`config.mk`:
```
export PLATFORM = sky130hd
export DESIGN_NAME = uart_transmit_fifo
export DESIGN_NICKNAME = d
export VERILOG_FILES = /design/src/rtl/uart_transmit_fifo.sv
export SDC_FILE = /design/constraint.sdc
export NUM_CORES = 1
export LEC_CHECK = 0
export CAP_MARGIN = 30
export CORE_ASPECT_RATIO = 1.4
export CORE_MARGIN = 2
export CORE_UTILIZATION = 36
export CTS_BUF_LIST = sky130_fd_sc_hd__clkbuf_4 sky130_fd_sc_hd__clkbuf_8
export CTS_CLUSTER_SIZE = 24
export DETAILED_ROUTE_END_ITERATION = 16
export SLEW_MARGIN = 20
export SYNTH_ARGS = -nofsm -noshare
export SYNTH_HDL_FRONTEND = slang
export SYNTH_SLANG_ARGS = --single-unit
```
`constraint.sdc`:
```
create_clock -name i_CLK -period 2.3 [get_ports i_CLK]
set_input_delay 0.345 -clock i_CLK [delete_from_list [all_inputs] [get_ports i_CLK]]
set_output_delay 0.345 -clock i_CLK [all_outputs]
set_load 0.02 [all_outputs]
```
`src/rtl/uart_transmit_fifo.sv`:
```
// 8N1 UART transmitter fed by a small valid/ready byte FIFO.
// Bytes leave LSB-first. Back-to-back frames have no idle gap between them.
module uart_transmit_fifo #(
    parameter int CLKS_PER_BIT = 217,
    parameter int FIFO_DEPTH   = 4
) (
    input  logic                          i_CLK,
    input  logic                          i_RST_N,
    input  logic                          i_tx_valid,
    input  logic [7:0]                    i_tx_byte,
    output logic                          o_tx_ready,
    output logic                          o_tx_serial,
    output logic                          o_tx_active,
    output logic                          o_tx_done,
    output logic [$clog2(FIFO_DEPTH):0]   o_fifo_count
);
    localparam int PTR_W  = $clog2(FIFO_DEPTH);
    localparam int BAUD_W = $clog2(CLKS_PER_BIT);
    localparam logic [BAUD_W-1:0] BAUD_LAST = BAUD_W'(CLKS_PER_BIT - 1);
    localparam logic [PTR_W:0]    DEPTH_C   = (PTR_W + 1)'(FIFO_DEPTH);

    typedef enum logic [1:0] {IDLE, START, DATA, STOP} state_t;

    state_t            state_q, state_d;
    logic [BAUD_W-1:0] baud_q, baud_d;
    logic [2:0]        bit_q, bit_d;
    logic [7:0]        shift_q, shift_d;
    logic              serial_q, serial_d;
    logic              active_q, active_d;
    logic              done_q, done_d;
    logic [PTR_W-1:0]  rd_ptr_q, wr_ptr_q;
    logic [PTR_W:0]    count_q, count_d;
    logic [7:0]        mem_q [FIFO_DEPTH];
    logic              baud_last, pop, push;

    assign baud_last = (baud_q == BAUD_LAST);
    assign pop  = (count_q != '0) && ((state_q == IDLE) || ((state_q == STOP) && baud_last));
    // A pop in the same cycle frees a slot, so a full FIFO can still accept that cycle.
    assign o_tx_ready = (count_q != DEPTH_C) || pop;
    assign push = i_tx_valid && o_tx_ready;

    assign o_tx_serial  = serial_q;
    assign o_tx_active  = active_q;
    assign o_tx_done    = done_q;
    assign o_fifo_count = count_q;

    always_ff @(posedge i_CLK) begin
        if (push) begin
            mem_q[wr_ptr_q] <= i_tx_byte;
        end
    end

    always_comb begin
        count_d = count_q;
        case ({push, pop})
            2'b10:   count_d = count_q + 1'b1;
            2'b01:   count_d = count_q - 1'b1;
            default: count_d = count_q;
        endcase
    end

    always_comb begin
        state_d  = state_q;
        baud_d   = baud_q;
        bit_d    = bit_q;
        shift_d  = shift_q;
        serial_d = 1'b1;
        active_d = (state_q != IDLE);
        done_d   = 1'b0;
        // Line outputs follow the state one cycle later, so every bit keeps its full width.
        case (state_q)
            IDLE: begin
                if (pop) begin
                    shift_d = mem_q[rd_ptr_q];
                    baud_d  = '0;
                    state_d = START;
                end
            end
            START: begin
                serial_d = 1'b0;
                if (baud_last) begin
                    baud_d  = '0;
                    bit_d   = '0;
                    state_d = DATA;
                end else begin
                    baud_d = baud_q + 1'b1;
                end
            end
            DATA: begin
                serial_d = shift_q[bit_q];
                if (baud_last) begin
                    baud_d = '0;
                    if (bit_q == 3'd7) begin
                        state_d = STOP;
                    end else begin
                        bit_d = bit_q + 1'b1;
                    end
                end else begin
                    baud_d = baud_q + 1'b1;
                end
            end
            STOP: begin
                serial_d = 1'b1;
                if (baud_last) begin
                    baud_d = '0;
                    done_d = 1'b1;
                    if (pop) begin
                        shift_d = mem_q[rd_ptr_q];
                        state_d = START;
                    end else begin
                        state_d = IDLE;
                    end
                end else begin
                    baud_d = baud_q + 1'b1;
                end
            end
            default: state_d = IDLE;
        endcase
    end

    always_ff @(posedge i_CLK or negedge i_RST_N) begin
        if (!i_RST_N) begin
            state_q  <= IDLE;
            baud_q   <= '0;
            bit_q    <= '0;
            shift_q  <= '0;
            serial_q <= 1'b1;
            active_q <= 1'b0;
            done_q   <= 1'b0;
            rd_ptr_q <= '0;
            wr_ptr_q <= '0;
            count_q  <= '0;
        end else begin
            state_q  <= state_d;
            baud_q   <= baud_d;
            bit_q    <= bit_d;
            shift_q  <= shift_d;
            serial_q <= serial_d;
            active_q <= active_d;
            done_q   <= done_d;
            count_q  <= count_d;
            if (push) begin
                wr_ptr_q <= wr_ptr_q + 1'b1;
            end
            if (pop) begin
                rd_ptr_q <= rd_ptr_q + 1'b1;
            end
        end
    end
endmodule

```
==> results of run 1 <==
[final timing paths]
path / start / end / slack (ns)
min in group i_CLK: shift_q[7] / shift_q[7] / 0.49
max in group asynchronous: i_RST_N / o_tx_serial / 1.56
worst max register to register: state_q[0] / o_fifo_count[2] / 0.23
worst min register to register: shift_q[7] / shift_q[7] / 0.49
worst min-delay path: i_RST_N / baud_q[3] / 0.42
worst max-delay path: state_q[0] / o_tx_ready / 0.1
[placed cells by master, fill, tap and decap left out, drive strengths merged, types with 9 or more instances in the layout]
cell,instances
edfxtp,32
dfrtp,30
buf,19
clkdlybuf4s50,16
inv,15
ha,13
clkbuf,12
mux4,10
nand2,10
mux2,10
o21ai,9
[layer usage]
metal	vias to the layer above	share of wire, %
li1	869	-
met1	902	41
met2	41	53
met3	8	3.4
met4	0	2.4
met5	-	0
[what timing repair did]
item,in CTS,in global routing
buffers inserted,0,1
endpoints found under the setup margin,1,2
resized for setup,1,5
pin swaps,0,3
[logic make-up (layout without fill, tap and decap cells)]
logic type      Yosys count  after routing  synth area share [%]
simple gates             45             45                 9.193
fa+ha+maj                14             14                 6.073
flops                    63             63                 57.78
compound gates           36             36                 9.776
xor+xnor                  6              6                 1.747
buf+inv                  21             67                 2.745
mux                      24             24                 12.69
[power breakdown]
| group | switching [mW] | internal (mW) |
|---|---|---|
| Combinational | 0.900 | 0.961 |
| Clock | 0.406 | 0.771 |
| Sequential | 0.219 | 1.54 |
| Total | 1.53 | 3.27 |
[sequential cells by signal (all words and copies together) (netlist names)]
register / count
mem_q: 32
rd_ptr_q: 2
o_tx_active: 1
state_q: 2
bit_q: 3
shift_q: 8
o_tx_done: 1
baud_q: 8
wr_ptr_q: 2
o_fifo_count: 3
o_tx_serial: 1
[final cells by class]
class,count,area share [%]
clock buffer,12,4.091
clock inverter,4,2.515
inverter,15,1.509
multi-input combinational,125,32.16
sequential,63,46.58
tap,102,3.421
timing repair buffer,36,9.725
[stage by stage]
stage	setup slack, ns	utilization, %
after floorplan	0.1631	-
after global placement	0.1262	42.52
after detailed placement	0.06836	42.52
after CTS	0.05089	45.52
after global routing	-0.005350	45.79
final	0.09998	45.79
[worst reg2reg max path, cell delays in order, from the launching register on]
cell and delay [ns]:
dfrtp_1 0.41, ha_1 0.19, and4bb_4 0.29, a21oi_4 0.09, nor2_4 0.11, nand2_2 0.07, fa_2 0.40, nor4b_1 0.16
mux2i_1 0.13, o311ai_1 0.11
==> impl_metrics.tcl, run 1 <==
set metrics [dict create \
    synth.distinct_cells 54 \
    drt-initial-drc-count 97 \
    fin_skew_ns 0.008746 \
    total_power_mw 4.798 \
    synthTopCellsByCount "edfxtp_1, dfrtp_1, inv_1" \
    layout-drive-gt1-share_pct 26.27 \
    multi_input_area_um2 1200 \
    clk_pin_slew_ns 0.06 \
    fin_crit_sh_pct 95.65 \
    fp.dieArea_um2 9113 \
    cap_viol_max_count 0 \
    tightest_slew_ns 0.4302 \
    required_ns 1.96 \
    timing.fmax_ghz 0.4545 \
    num_rows 39 \
    fin_nets 275 \
    synth_top_area_cell "edfxtp_1" \
    path_buf_inv 1 \
    gr-usage-all-layers_pct 14.01 \
    grt.overflow.total 0 \
    path_depth 5 \
    rsz0062_at_grt "true" \
    tns_ns 0 \
    synthArstFlopShare_pct 49.21 \
    crit_type "reg -> out" \
    synth-seq-cells 63 \
    gp_congestion 0.8232 \
    synth.cell_area_um2 3008 \
    arrival_ns 1.86 \
    ctsHoldBuffers 0 \
    synth_area_leaders "edfxtp_1, dfrtp_1, mux4_2, ha_1, mux2_2" \
    cp_top_family "flip-flops" \
    use_met3_pct 4.341 \
    rr_worst_depth 9 \
    grt_pass1_vias 1852 \
    synth_top_area_share_pct 31.95 \
    avgSynthCellArea_um2 14.39 \
    start_util_pct 36.91 \
    vias_per_cell 5.098 \
    place_inst 340 \
    areaGrowthSynthToFinish_pct 24.04 \
    numCtsBuffers 9 \
    grt_pass1_wl_mm 9.321 \
    status "finished, final reports clean" \
    first_pass_iters 4 \
    die_h_um 112.2 \
    postPlaceCellArea_um2 3465 \
    drtAntennaViolNets 0 \
    power_density_nw_per_um2 1286 \
    hold_slack_ns 0.4156 \
    slowest_stage "dfrtp_1" \
    ir_worst_vdd_mv 0.4330 \
    top_usage_layer "met2" \
    routed-via-count 1820 \
    cts.sinks 63 \
    diodes 0 \
    cts_root_buf "clkbuf_8" \
    slowest_delay_ns 0.42 \
    cp_cell_sequence "ha_1 > and4bb_4 > a21oi_4 > nand3_1 > clkdlybuf4s15_1" \
    min_period_ns 2.200 \
    end_kind "primary output" \
    routedWlPerCell_um 15.08 \
    synth_nets 234 \
    io_buffer_count 17 \
    synthCells 209 \
    clockBufferDepth 2 \
    stdcell_area_um2 3731 \
    start_kind "flop" \
    clock_latency_ns 0.33 \
    wl_mm 5.385 \
    p_leak_nw 1.488 \
    regArea_um2 1738 \
    slew_violations 0 \
    synth_enable_flop_cells 32 \
    grt_start_max_net_pins 32 \
    yosysMostFrequentCell "edfxtp_1" \
    ios 18 \
    critPathMaxFanout 5 \
    cts.htree.levels 3 \
    final_cells 357 \
    ys_warn_count 0 \
    yosysSeqAreaShare_pct 57.78 \
    synthFlopType "edfxtp_1" \
    setup_viol 0 \
    cts_tree "yes" \
    nFillCells 717 \
    met1_usage_pct 16.53 \
    drc 0 \
    core_area_um2 8149 \
    antenna_found_initial 0 \
    hpwlAfterDp_mm 3.788 \
    fp.dieW_um 81.25 \
    max_slew_margin_pct 71.10 \
    hold_viol_final 0 \
    hold_class "in -> async" \
    grt_use_met2_pct 22.48 \
]
No activity file was read; power rests on OpenSTA's default activity.
==> run 2, diff against run 1 <==
--- a/config.mk
+++ b/config.mk
@@ -14,2 +14,3 @@
 export DETAILED_ROUTE_END_ITERATION = 16
+export GPL_TIMING_DRIVEN = 0
 export SLEW_MARGIN = 20
--- a/constraint.sdc
+++ b/constraint.sdc
@@ -3,2 +3,2 @@
 set_output_delay 0.345 -clock i_CLK [all_outputs]
-set_load 0.02 [all_outputs]
+set_load 0.005 [all_outputs]
==> impl_metrics.tcl, run 2 (synthesized netlist as in run 1, its figures left out) <==
set metrics [dict create \
    crit_type "reg -> reg" \
    wl_mm 5.075 \
    fin_skew_ns 0.007065 \
    final_cells 351 \
    arrival_ns 2.41 \
    ios 18 \
    reg_top3 "mem_q (32), baud_q (8), shift_q (8)" \
    final_common_cell "edfxtp_1" \
    cap_viol_max_count 0 \
    vias_per_cell 5.094 \
    max_slew_margin_pct 54.12 \
    min_period_ns 2.213 \
    total_power_mw 4.629 \
    start_kind "flop" \
    clock_latency_ns 0.34 \
    antenna_found_initial 0 \
    status "finished, final reports clean" \
    stdcell_area_um2 3647 \
    routedWlPerCell_um 14.46 \
    fin_util_pct 44.76 \
    core_area_um2 8149 \
    fin_nets 269 \
    hold_viol_final 0 \
    gr-usage-all-layers_pct 12.82 \
    timing.fmax_ghz 0.4519 \
    place_inst 327 \
    ctsHoldBuffers 0 \
    grt_pass1_wl_mm 8.811 \
    worst_slack_ns 0.08731 \
    hold_slack_ns 0.04382 \
    cts_tree "yes" \
    startpoint "baud_q[1]" \
    slew_violations 0 \
    cts.htree.levels 3 \
    p_leak_nw 1.436 \
    largest_reg_flops 32 \
    regMostFlops "mem_q" \
    ir_worst_vdd_mv 0.5680 \
    power_density_nw_per_um2 1269 \
    clockBufferDepth 2 \
    rsz0062_at_grt "true" \
    fin_crit_sh_pct 96.20 \
    cts_root_buf "clkbuf_8" \
    layout-drive-gt1-share_pct 27.31 \
    required_ns 2.50 \
    numCtsBuffers 9 \
    hold_class "in -> async" \
    gp_congestion 0.7721 \
    tightest_slew_ns 0.6882 \
    grt_pass1_vias 1891 \
    end_kind "flop" \
    r2r_start "baud_q[1]" \
    grt.overflow.total 0 \
    grt_start_max_net_pins 32 \
    setup_viol 0 \
    drtAntennaViolNets 0 \
    hpwlAfterDp_mm 3.531 \
    drt-initial-drc-count 73 \
    routed-via-count 1788 \
    clk_pin_slew_ns 0.07 \
    die_h_um 112.2 \
    final_cell_mix "edfxtp_1, dfrtp_1, clkdlybuf4s50_1" \
    num_rows 39 \
    io_buffer_count 16 \
    critPathMaxFanout 5 \
    areaGrowthSynthToFinish_pct 21.26 \
    start_util_pct 36.91 \
    drc 0 \
    fp.dieArea_um2 9113 \
    cts.sinks 63 \
    postPlaceCellArea_um2 3291 \
    fp.dieW_um 81.25 \
    first_pass_iters 4 \
    dp_slack_ns -0.08205 \
    diodes 0 \
    tns_ns 0 \
]
-- run 2: changes by cell type in the layout (fill, tap and decap cells not counted), sizes merged --
cell / before / now
dlygate4sd2: 0 / 1
buf: 19 / 12
clkdlybuf4s15: 1 / 0
clkdlybuf4s50: 16 / 14
clkinv: 1 / 3
clkbuf: 12 / 13
-- run 2: layout make-up --
cell class,instances,area [µm²]
fillers,718,4502
flip-flops and latches,63,1738
multi-input cells,125,1242
repair buffers,24,214.0
clock buffers,10,131.4
well taps,102,127.6
clock inverters,6,108.9
inverters,15,56.30
plain buffers,6,28.78
-- run 2: worst paths after layout --
| path | depth (start not counted) | to | slack, ns |
|---|---|---|---|
| min in group i_CLK | 1 | shift_q[6] | 0.49 |
| max | 10 | o_fifo_count[2] | 0.09 |
| max in group asynchronous | 1 | rd_ptr_q[0] | 1.81 |
| max reg2reg | 10 | o_fifo_count[2] | 0.09 |
| min | 1 | baud_q[0] | 0.04 |
| min reg2reg | 1 | shift_q[6] | 0.49 |
-- run 2: worst max-delay path: stages, from the launching register on --
cell and delay [ns]:
dfrtp_1 0.39, inv_2 0.06, ha_2 0.16, and4bb_4 0.27, a21oi_4 0.09, nor2_4 0.10, nand2_2 0.07, fa_2 0.43
nor4b_4 0.15, mux2i_1 0.21, o311ai_2 0.14
-- run 2: repair_timing --
action | 4_1_cts | 5_1_grt
gates resized for setup | 4 | 11
pin swaps | 1 | 7
endpoints found under the setup margin | 2 | 13
setup buffers | 6 | 2
endpoints found under the hold margin | 0 | 0
-- run 2: power breakdown --
group	internal (mW)	total, mW	switching, mW
registers	1.54	1.73	0.193
logic	0.895	1.76	0.863
clock network	0.729	1.14	0.408
total	3.17	4.63	1.46
-- run 2: per-layer routing --
layer | part of all wire [%] | global-route usage (%) | vias to the layer above
li1 | - | - | 858
met1 | 42 | 14.87 | 897
met2 | 53 | 21.65 | 25
met3 | 3.4 | 3.617 | 8
met4 | 1.9 | 5.763 | 0
met5 | 0 | 0 | -
==> run 3, diff against run 2 <==
- SLEW_MARGIN: 20 -> default
- clock period: 2.3 -> 2.53 ns (I/O delays scaled with it)
==> impl_metrics.tcl, run 3 (synthesized netlist as in run 1, its figures left out) <==
set metrics [dict create \
    status "finished, final reports clean" \
    clock_latency_ns 0.34 \
    setup_viol 0 \
    min_period_ns 2.388 \
    cts.htree.levels 3 \
    grt.overflow.total 0 \
    dp_slack_ns 0.1480 \
    drt-initial-drc-count 89 \
    r2r_end "o_fifo_count[2]" \
    ir_worst_vdd_mv 0.5001 \
    start_kind "flop" \
    hpwlAfterDp_mm 3.531 \
    fin_skew_ns 0.008376 \
    hold_class "in -> async" \
    vias_per_cell 5.136 \
    cp_cell_sequence "inv_1 > ha_1 > and4bb_4 > a21oi_4 > nand3_1 > clkdlybuf4s50_1" \
    cap_viol_max_count 0 \
    grt_use_met2_pct 21.38 \
    cts.sinks 63 \
    slew_violations 0 \
    drtAntennaViolNets 0 \
    power_density_nw_per_um2 1145 \
    startpoint "baud_q[0]" \
    end_kind "primary output" \
    slowest_stage "clkdlybuf4s50_1" \
    io_buffer_count 16 \
    tns_ns 0 \
    drc 0 \
    rsz0062_at_grt "false" \
    reg2reg_setup_slack_ns 0.22 \
    met1_usage_pct 14.92 \
    final_cell_mix "edfxtp_1, dfrtp_1, inv_1, clkdlybuf4s50_1, ha_1" \
    wl_mm 4.991 \
    hold_slack_ns 0.07857 \
    final_cells 345 \
    crit_end "o_tx_ready" \
    clockBufferDepth 2 \
    grt_pass1_wl_mm 8.756 \
    crit_type "reg -> out" \
    fp.dieArea_um2 9113 \
    place_inst 327 \
    routed-via-count 1772 \
    nFillCells 733 \
    worst_slack_ns 0.1415 \
    grt_pass1_vias 1861 \
    ios 18 \
    use_met3_pct 3.617 \
    timing.fmax_ghz 0.4187 \
    top_usage_layer "met2" \
    arrival_ns 2.01 \
    rr_worst_depth 10 \
    gp_congestion 0.7721 \
    ctsHoldBuffers 0 \
    gr-usage-all-layers_pct 12.75 \
    fin_nets 263 \
    required_ns 2.15 \
    core_area_um2 8149 \
    final_common_cell "edfxtp_1" \
    path_depth 6 \
    reg_top3 "mem_q (32), baud_q (8), shift_q (8)" \
    start_util_pct 36.91 \
    diodes 0 \
    max_slew_margin_pct 52.21 \
    fp.dieW_um 81.25 \
    areaGrowthSynthToFinish_pct 18.05 \
    routedWlPerCell_um 14.47 \
    first_pass_iters 4 \
    clk_pin_slew_ns 0.07 \
    layout-drive-gt1-share_pct 21.81 \
    grt_start_max_net_pins 32 \
    tightest_slew_ns 0.7114 \
    fin_util_pct 43.57 \
    cp_top_family "buffers and inverters" \
    num_rows 39 \
    r2r_start "baud_q[0]" \
    critPathMaxFanout 6 \
    hold_viol_final 0 \
    die_h_um 112.2 \
    largest_reg_flops 32 \
    p_leak_nw 1.397 \
    numCtsBuffers 9 \
    cts_root_buf "clkbuf_8" \
    regMostFlops "mem_q" \
    slowest_delay_ns 0.46 \
    cts_tree "yes" \
    path_buf_inv 2 \
    antenna_found_initial 0 \
    fin_crit_sh_pct 94.41 \
]
## run 3: layer usage
metal,vias up,wire (µm)
li1,847,-
met1,887,2145
met2,30,2567
met3,8,178
met4,0,99
met5,-,0
## run 3: timing repair
action	in CTS	in global routing
setup buffers	0	2
setup endpoints to repair	0	2
resized for setup	0	2
## run 3: through the flow
step	total power, mW	cell area (µm²)
3_3_place_gp	3.017	3296
4_1_cts	4.114	3531
6_report	4.066	3551
3_5_place_dp	3.058	3291
2_1_floorplan	2.649	3008
5_1_grt	4.387	3551
## run 3: how the worst min path moves through the flow
stage	slack, ns	end	cells past startpoint
2_1_floorplan	0.08	baud_q[0]	0
3_3_place_gp	0.47	shift_q[7]	1
3_5_place_dp	0.47	baud_q[2]	1
4_1_cts	0.09	baud_q[2]	1
5_1_grt	0.13	baud_q[3]	1
6_report	0.08	baud_q[2]	1
## run 3: area by class of cell
type | instances | area, µm² | share of cell area, %
flip-flops and latches | 63 | 1738 | 48.94
plain buffers | 6 | 28.78 | 0.8104
clock buffers | 10 | 131.4 | 3.700
inverters | 15 | 56.30 | 1.586
clock inverters | 6 | 108.9 | 3.066
well taps | 102 | 127.6 | 3.594
repair buffers | 18 | 170.2 | 4.792
multi-input cells | 125 | 1190 | 33.51
## run 3: power by group
part           internal (mW)  switching, mW
Sequential              1.40          0.177
Clock                  0.663          0.370
Combinational          0.727          0.728
Total                   2.79           1.27
==> patch 1 (settings of run 3) <==
`CLKS_PER_BIT`: 217 -> 434.
--- a/src/rtl/uart_transmit_fifo.sv
+++ b/src/rtl/uart_transmit_fifo.sv
@@ -1,7 +1,7 @@
 // 8N1 UART transmitter fed by a small valid/ready byte FIFO.
 // Bytes leave LSB-first. Back-to-back frames have no idle gap between them.
 module uart_transmit_fifo #(
-    parameter int CLKS_PER_BIT = 217,
+    parameter int CLKS_PER_BIT = 434,
     parameter int FIFO_DEPTH   = 4
 ) (
     input  logic                          i_CLK,
Function: same outputs for any inputs over 10 cycles, from zero or initial values and one cycle with i_RST_N low; that may be too few to reach the edited logic, so the function may still have changed.
==> patch 1 against run 3 <==
Register-to-register slack better by 0.06 ns; setup slack lost 0.033 ns; utilization is 0.68 points higher; routed wire length fell by 5.0%; design area down 3.4%; sequential cell count increased by 1; synthesized cell count shrank 6.7%; critical path depth stayed put; global-route usage decreased by 0.37 points; sequential share of layout area is 2.5 points higher; total power fell by 5.5%; synthesized area is 4.2% lower; critical path type unchanged; largest power group unchanged.
==> patch 1: results (changes against run 3) <==
| Metric | Value |
|---|---|
| All-layer global routing usage | `0.124 (-0.00367)` |
| Fraction of layout instances using a drive strength above 1 | `0.211 (-0.00758)` |
| Synthesized Nets | `220 (-6.0%)` |
| Top cells by area in the synthesized netlist | `sky130_fd_sc_hd__edfxtp_1 33%, sky130_fd_sc_hd__dfrtp_1 27%, sky130_fd_sc_hd__mux4_2 7.8%, sky130_fd_sc_hd__ha_1 5.6%, sky130_fd_sc_hd__mux2_2 3.5%` |
| Final weighted congestion in routability-driven placement | `0.750 (-2.9%)` |
| Post-synth top cells | `32 x sky130_fd_sc_hd__edfxtp_1, 31 x sky130_fd_sc_hd__dfrtp_1, 13 x sky130_fd_sc_hd__ha_1` |
| Number of global-route vias before repair | `1,694 (-9.0%)` |
| Net count of the finished layout | `248 (-5.7%)` |
| Inserted Clock Buffers | `9 (unchanged)` |
| Status | `finished clean` |
| Total wire length after detailed routing | `4.74 mm (-5.0%)` |
| Arrival time at the worst endpoint | `2.04 ns (+0.03 ns)` |
| Critical path destination | `o_tx_ready` |
| Maximum VDD drop | `0.408 mV (-19%)` |
| Period utilization | `0.957 (+0.0130)` |
| Leakage component of the power | `1.36 nW (-2.7%)` |
| Via Count | `1,615 (-8.9%)` |
| Detailed placement HPWL | `3.32 mm (-5.8%)` |
| R2R Setup Slk | `0.28 ns (+0.06 ns)` |
| Share of the yosys chip area belonging to registers | `0.612 (+0.0340)` |
| Maximum number of pins on one net before global-route repair | `33 (+3.1%)` |
| Stage delay of the slowest cell on the critical path | `0.51 ns (+0.05 ns)` |
| Most used flip-flop cell after synthesis | `sky130_fd_sc_hd__edfxtp_1` |
| Global-route wire length before repair | `8.09 mm (-7.6%)` |
| Count of port buffers added during placement | `17 (+1)` |
| Post-synthesis async set-or-reset flop share | `0.500 (+0.00794)` |
| Placement Setup Slack | `0.286 ns (+0.138 ns)` |
| Filler cells | `696 (-5.0%)` |
| Clock tree skew after final layout | `0.0110 ns (+0.00261 ns)` |
| Worst Reg-to-Reg Cells | `8 (-2)` |
| Antenna Cells | `0 (unchanged)` |
| Worst reg2reg startpoint | `baud_q[1]$_DFFE_PN0P_` |
| Violation count after the first detailed-route iteration | `66 (-26%)` |
| Relative slew margins | `0.463 (-0.0586)` |
| Biggest regs | `mem_q (32), baud_q (9), shift_q (8)` |
| Number of distinct library cell variants in the gate-level netlist after synthesis | `41 (-24%)` |
| Maximum buffer depth of the clock tree | `2 (unchanged)` |
## patch 1: stage by stage
stage | instance area [um^2] | hold WS (ns) | instances | power (mW) | utilization
2_1_floorplan | 2880 | 0.0839 | 195 | 2.45 | -
3_3_place_gp | 3180 | 0.493 | 312 | 2.79 | 0.410
3_5_place_dp | 3170 | 0.497 | 312 | 2.83 | 0.409
4_1_cts | 3430 | 0.130 | 328 | 3.90 | 0.442
5_1_grt | 3430 | 0.164 | 328 | 4.12 | 0.443
6_report | 3430 | 0.110 | 328 | 3.84 | 0.443
## patch 1: cell families after synthesis
kind of cell,share of synthesized area
AO/OA/AOI/OAI,0.0604
XOR/XNOR,0.0243
adder cells (fa/ha/maj),0.0634
buffers and inverters,0.0200
flip-flops,0.612
multiplexers,0.131
AND/OR/NAND/NOR,0.0890
## patch 1: cell type report
class	instances	area share
Multi-Input combinational cell	116	0.314
Clock buffer	9	0.0361
Clock inverter	7	0.0347
Timing Repair Buffer	17	0.0482
Inverter	10	0.0109
Buffer	5	0.00584
Sequential cell	64	0.514
Tap cell	100	0.0365
## patch 1: timing repair
item	CTS	global route
gates cloned	0	0
endpoints found under the setup margin	1	1
resized for setup	2	1
## patch 1: critical path, delay by kind of cell (launching register included)
| family | cells | cell delay (ns) |
|---|---|---|
| adder cells (fa/ha/maj) | 1 | 0.14 |
| flip-flops | 1 | 0.41 |
| AND/OR/NAND/NOR | 3 | 0.59 |
| buffers and inverters | 2 | 0.58 |
## patch 1: layer usage
layer  track usage  wire length, um  up-vias
met1         0.139             2060      812
met5             0                0        -
met2         0.215             2480       21
met3        0.0369              130        5
met4        0.0554               63        0
li1              -                -      777
## patch 1: power breakdown
part	leakage, nW	switching, mW	internal, mW
Combinational	0.553	0.604	0.617
Sequential	0.691	0.153	1.41
Clock	0.116	0.401	0.656
==> patch 2 (config.mk and constraints of run 3) <==
Made on the original files. Reset style: synchronous (`i_RST_N`), changed in one clocked block.
--- a/src/rtl/uart_transmit_fifo.sv
+++ b/src/rtl/uart_transmit_fifo.sv
@@ -118,7 +118,7 @@
         endcase
     end
 
-    always_ff @(posedge i_CLK or negedge i_RST_N) begin
+    always_ff @(posedge i_CLK) begin
         if (!i_RST_N) begin
             state_q  <= IDLE;
             baud_q   <= '0;
Formal check against the unedited RTL: differs if i_RST_N is asserted again (counterexample within 4 cycles, from zero or initial values and one cycle with i_RST_N low); with i_RST_N held inactive, the same outputs for 10 cycles.
==> patch 2 against run 3 <==
Combinational power rose by 9.6%; design area is 4.0% higher; setup slack worse by 0.13 ns; die area rose by 0.68%; utilization up 1.7 points; sequential cell count increased by 2; cell count rose by 15%; synthesized area increased by 0.71%; synthesized cell count grew 20%; routed wire length is 22% higher; total power decreased by 4.0%; global-route usage is 2.5 points higher; worst hold slack improved by 0.39 ns; critical endpoint is now o_fifo_count[2]$_SDFFE_PN0P_; largest power group is now combinational logic.
==> patch 2: results (changes against run 3) <==
| Metric | Value |
|---|---|
| Status | `finished clean` |
| Leakage component of the power | `1.34 nW (-4.3%)` |
| Non-clock buffering overhead in the final layout | `0.0834 (+0.0273)` |
| Clock tree skew after final layout | `0.00932 ns (+0.000943 ns)` |
| Maximum number of pins on one net before global-route repair | `14 (-56%)` |
| Fraction of layout instances using a drive strength above 1 | `0.227 (+0.00901)` |
| Post-Route M1 WL | `2.55 mm (+19%)` |
| Violation count after the first detailed-route iteration | `142 (+60%)` |
| Buffer count excluding the clock tree in the final layout | `40 (+67%)` |
| Routed length per placed instance | `15.3 um (+5.9%)` |
| Worst setup startpoint | `baud_q[0]$_SDFFE_PN0N_` |
| Post-synth top cells | `33 x sky130_fd_sc_hd__dfxtp_1, 32 x sky130_fd_sc_hd__edfxtp_1, 18 x sky130_fd_sc_hd__a21oi_1` |
| Synthesized Nets | `275 (+18%)` |
| Placed Cells | `368 (+13%)` |
| GR met2 Demand/Resource | `0.258 (+0.0441)` |
| All-layer global routing usage | `0.152 (+0.0248)` |
| Number of global-route vias before repair | `2,170 (+17%)` |
| Number of vias per cell | `5.27 (+2.5%)` |
| Relative slew margins | `0.584 (+0.0618)` |
| End of the worst register-to-register path | `o_fifo_count[2]$_SDFFE_PN0P_` |
| Global Route met3 Usage | `0.0418 (+0.00563)` |
| Placement Setup Slack | `-0.307 ns (-0.455 ns)` |
| Clk tree area frac | `0.0546 (-0.0131)` |
| Multi-input logic portion of the cell area | `0.371 (+0.0363)` |
| Clock buffer count in the final layout | `9 (-1)` |
| Register bit count reported by yosys | `65 (+3.2%)` |
| Non-clock inverter count | `14 (-1)` |
| Routed length on met3 | `170 um (-4.5%)` |
| Arrival time at the worst endpoint | `2.77 ns (+0.76 ns)` |
-- patch 2: changes by cell type after synthesis, sizes merged, moves of 3 or more --
cell	change
dfxtp	+33
dfrtp	-30
a21oi	+14
mux2	-7
nor2	+7
nand3	+6
a22o	-5
clkbuf	+5
xnor2	-4
a311oi	+3
and2	+3
o211ai	+3
o21ai	+3
-- patch 2: cells by family (layout without fill, tap and decap cells) --
family / count (synthesis) / in the layout / share of synthesized area
AND/OR/NAND/NOR: 67 / 67 / 0.121
flip-flops: 65 / 65 / 0.535
AO/OA/AOI/OAI: 59 / 59 / 0.141
buffers and inverters: 25 / 70 / 0.0339
multiplexers: 19 / 19 / 0.105
adder cells (fa/ha/maj): 14 / 14 / 0.0603
XOR/XNOR: 1 / 1 / 0.00289
-- patch 2: power by group --
group | internal, mW | switching (mW)
clock | 0.463 | 0.442
combinational | 0.730 | 0.873
sequential | 1.30 | 0.0940
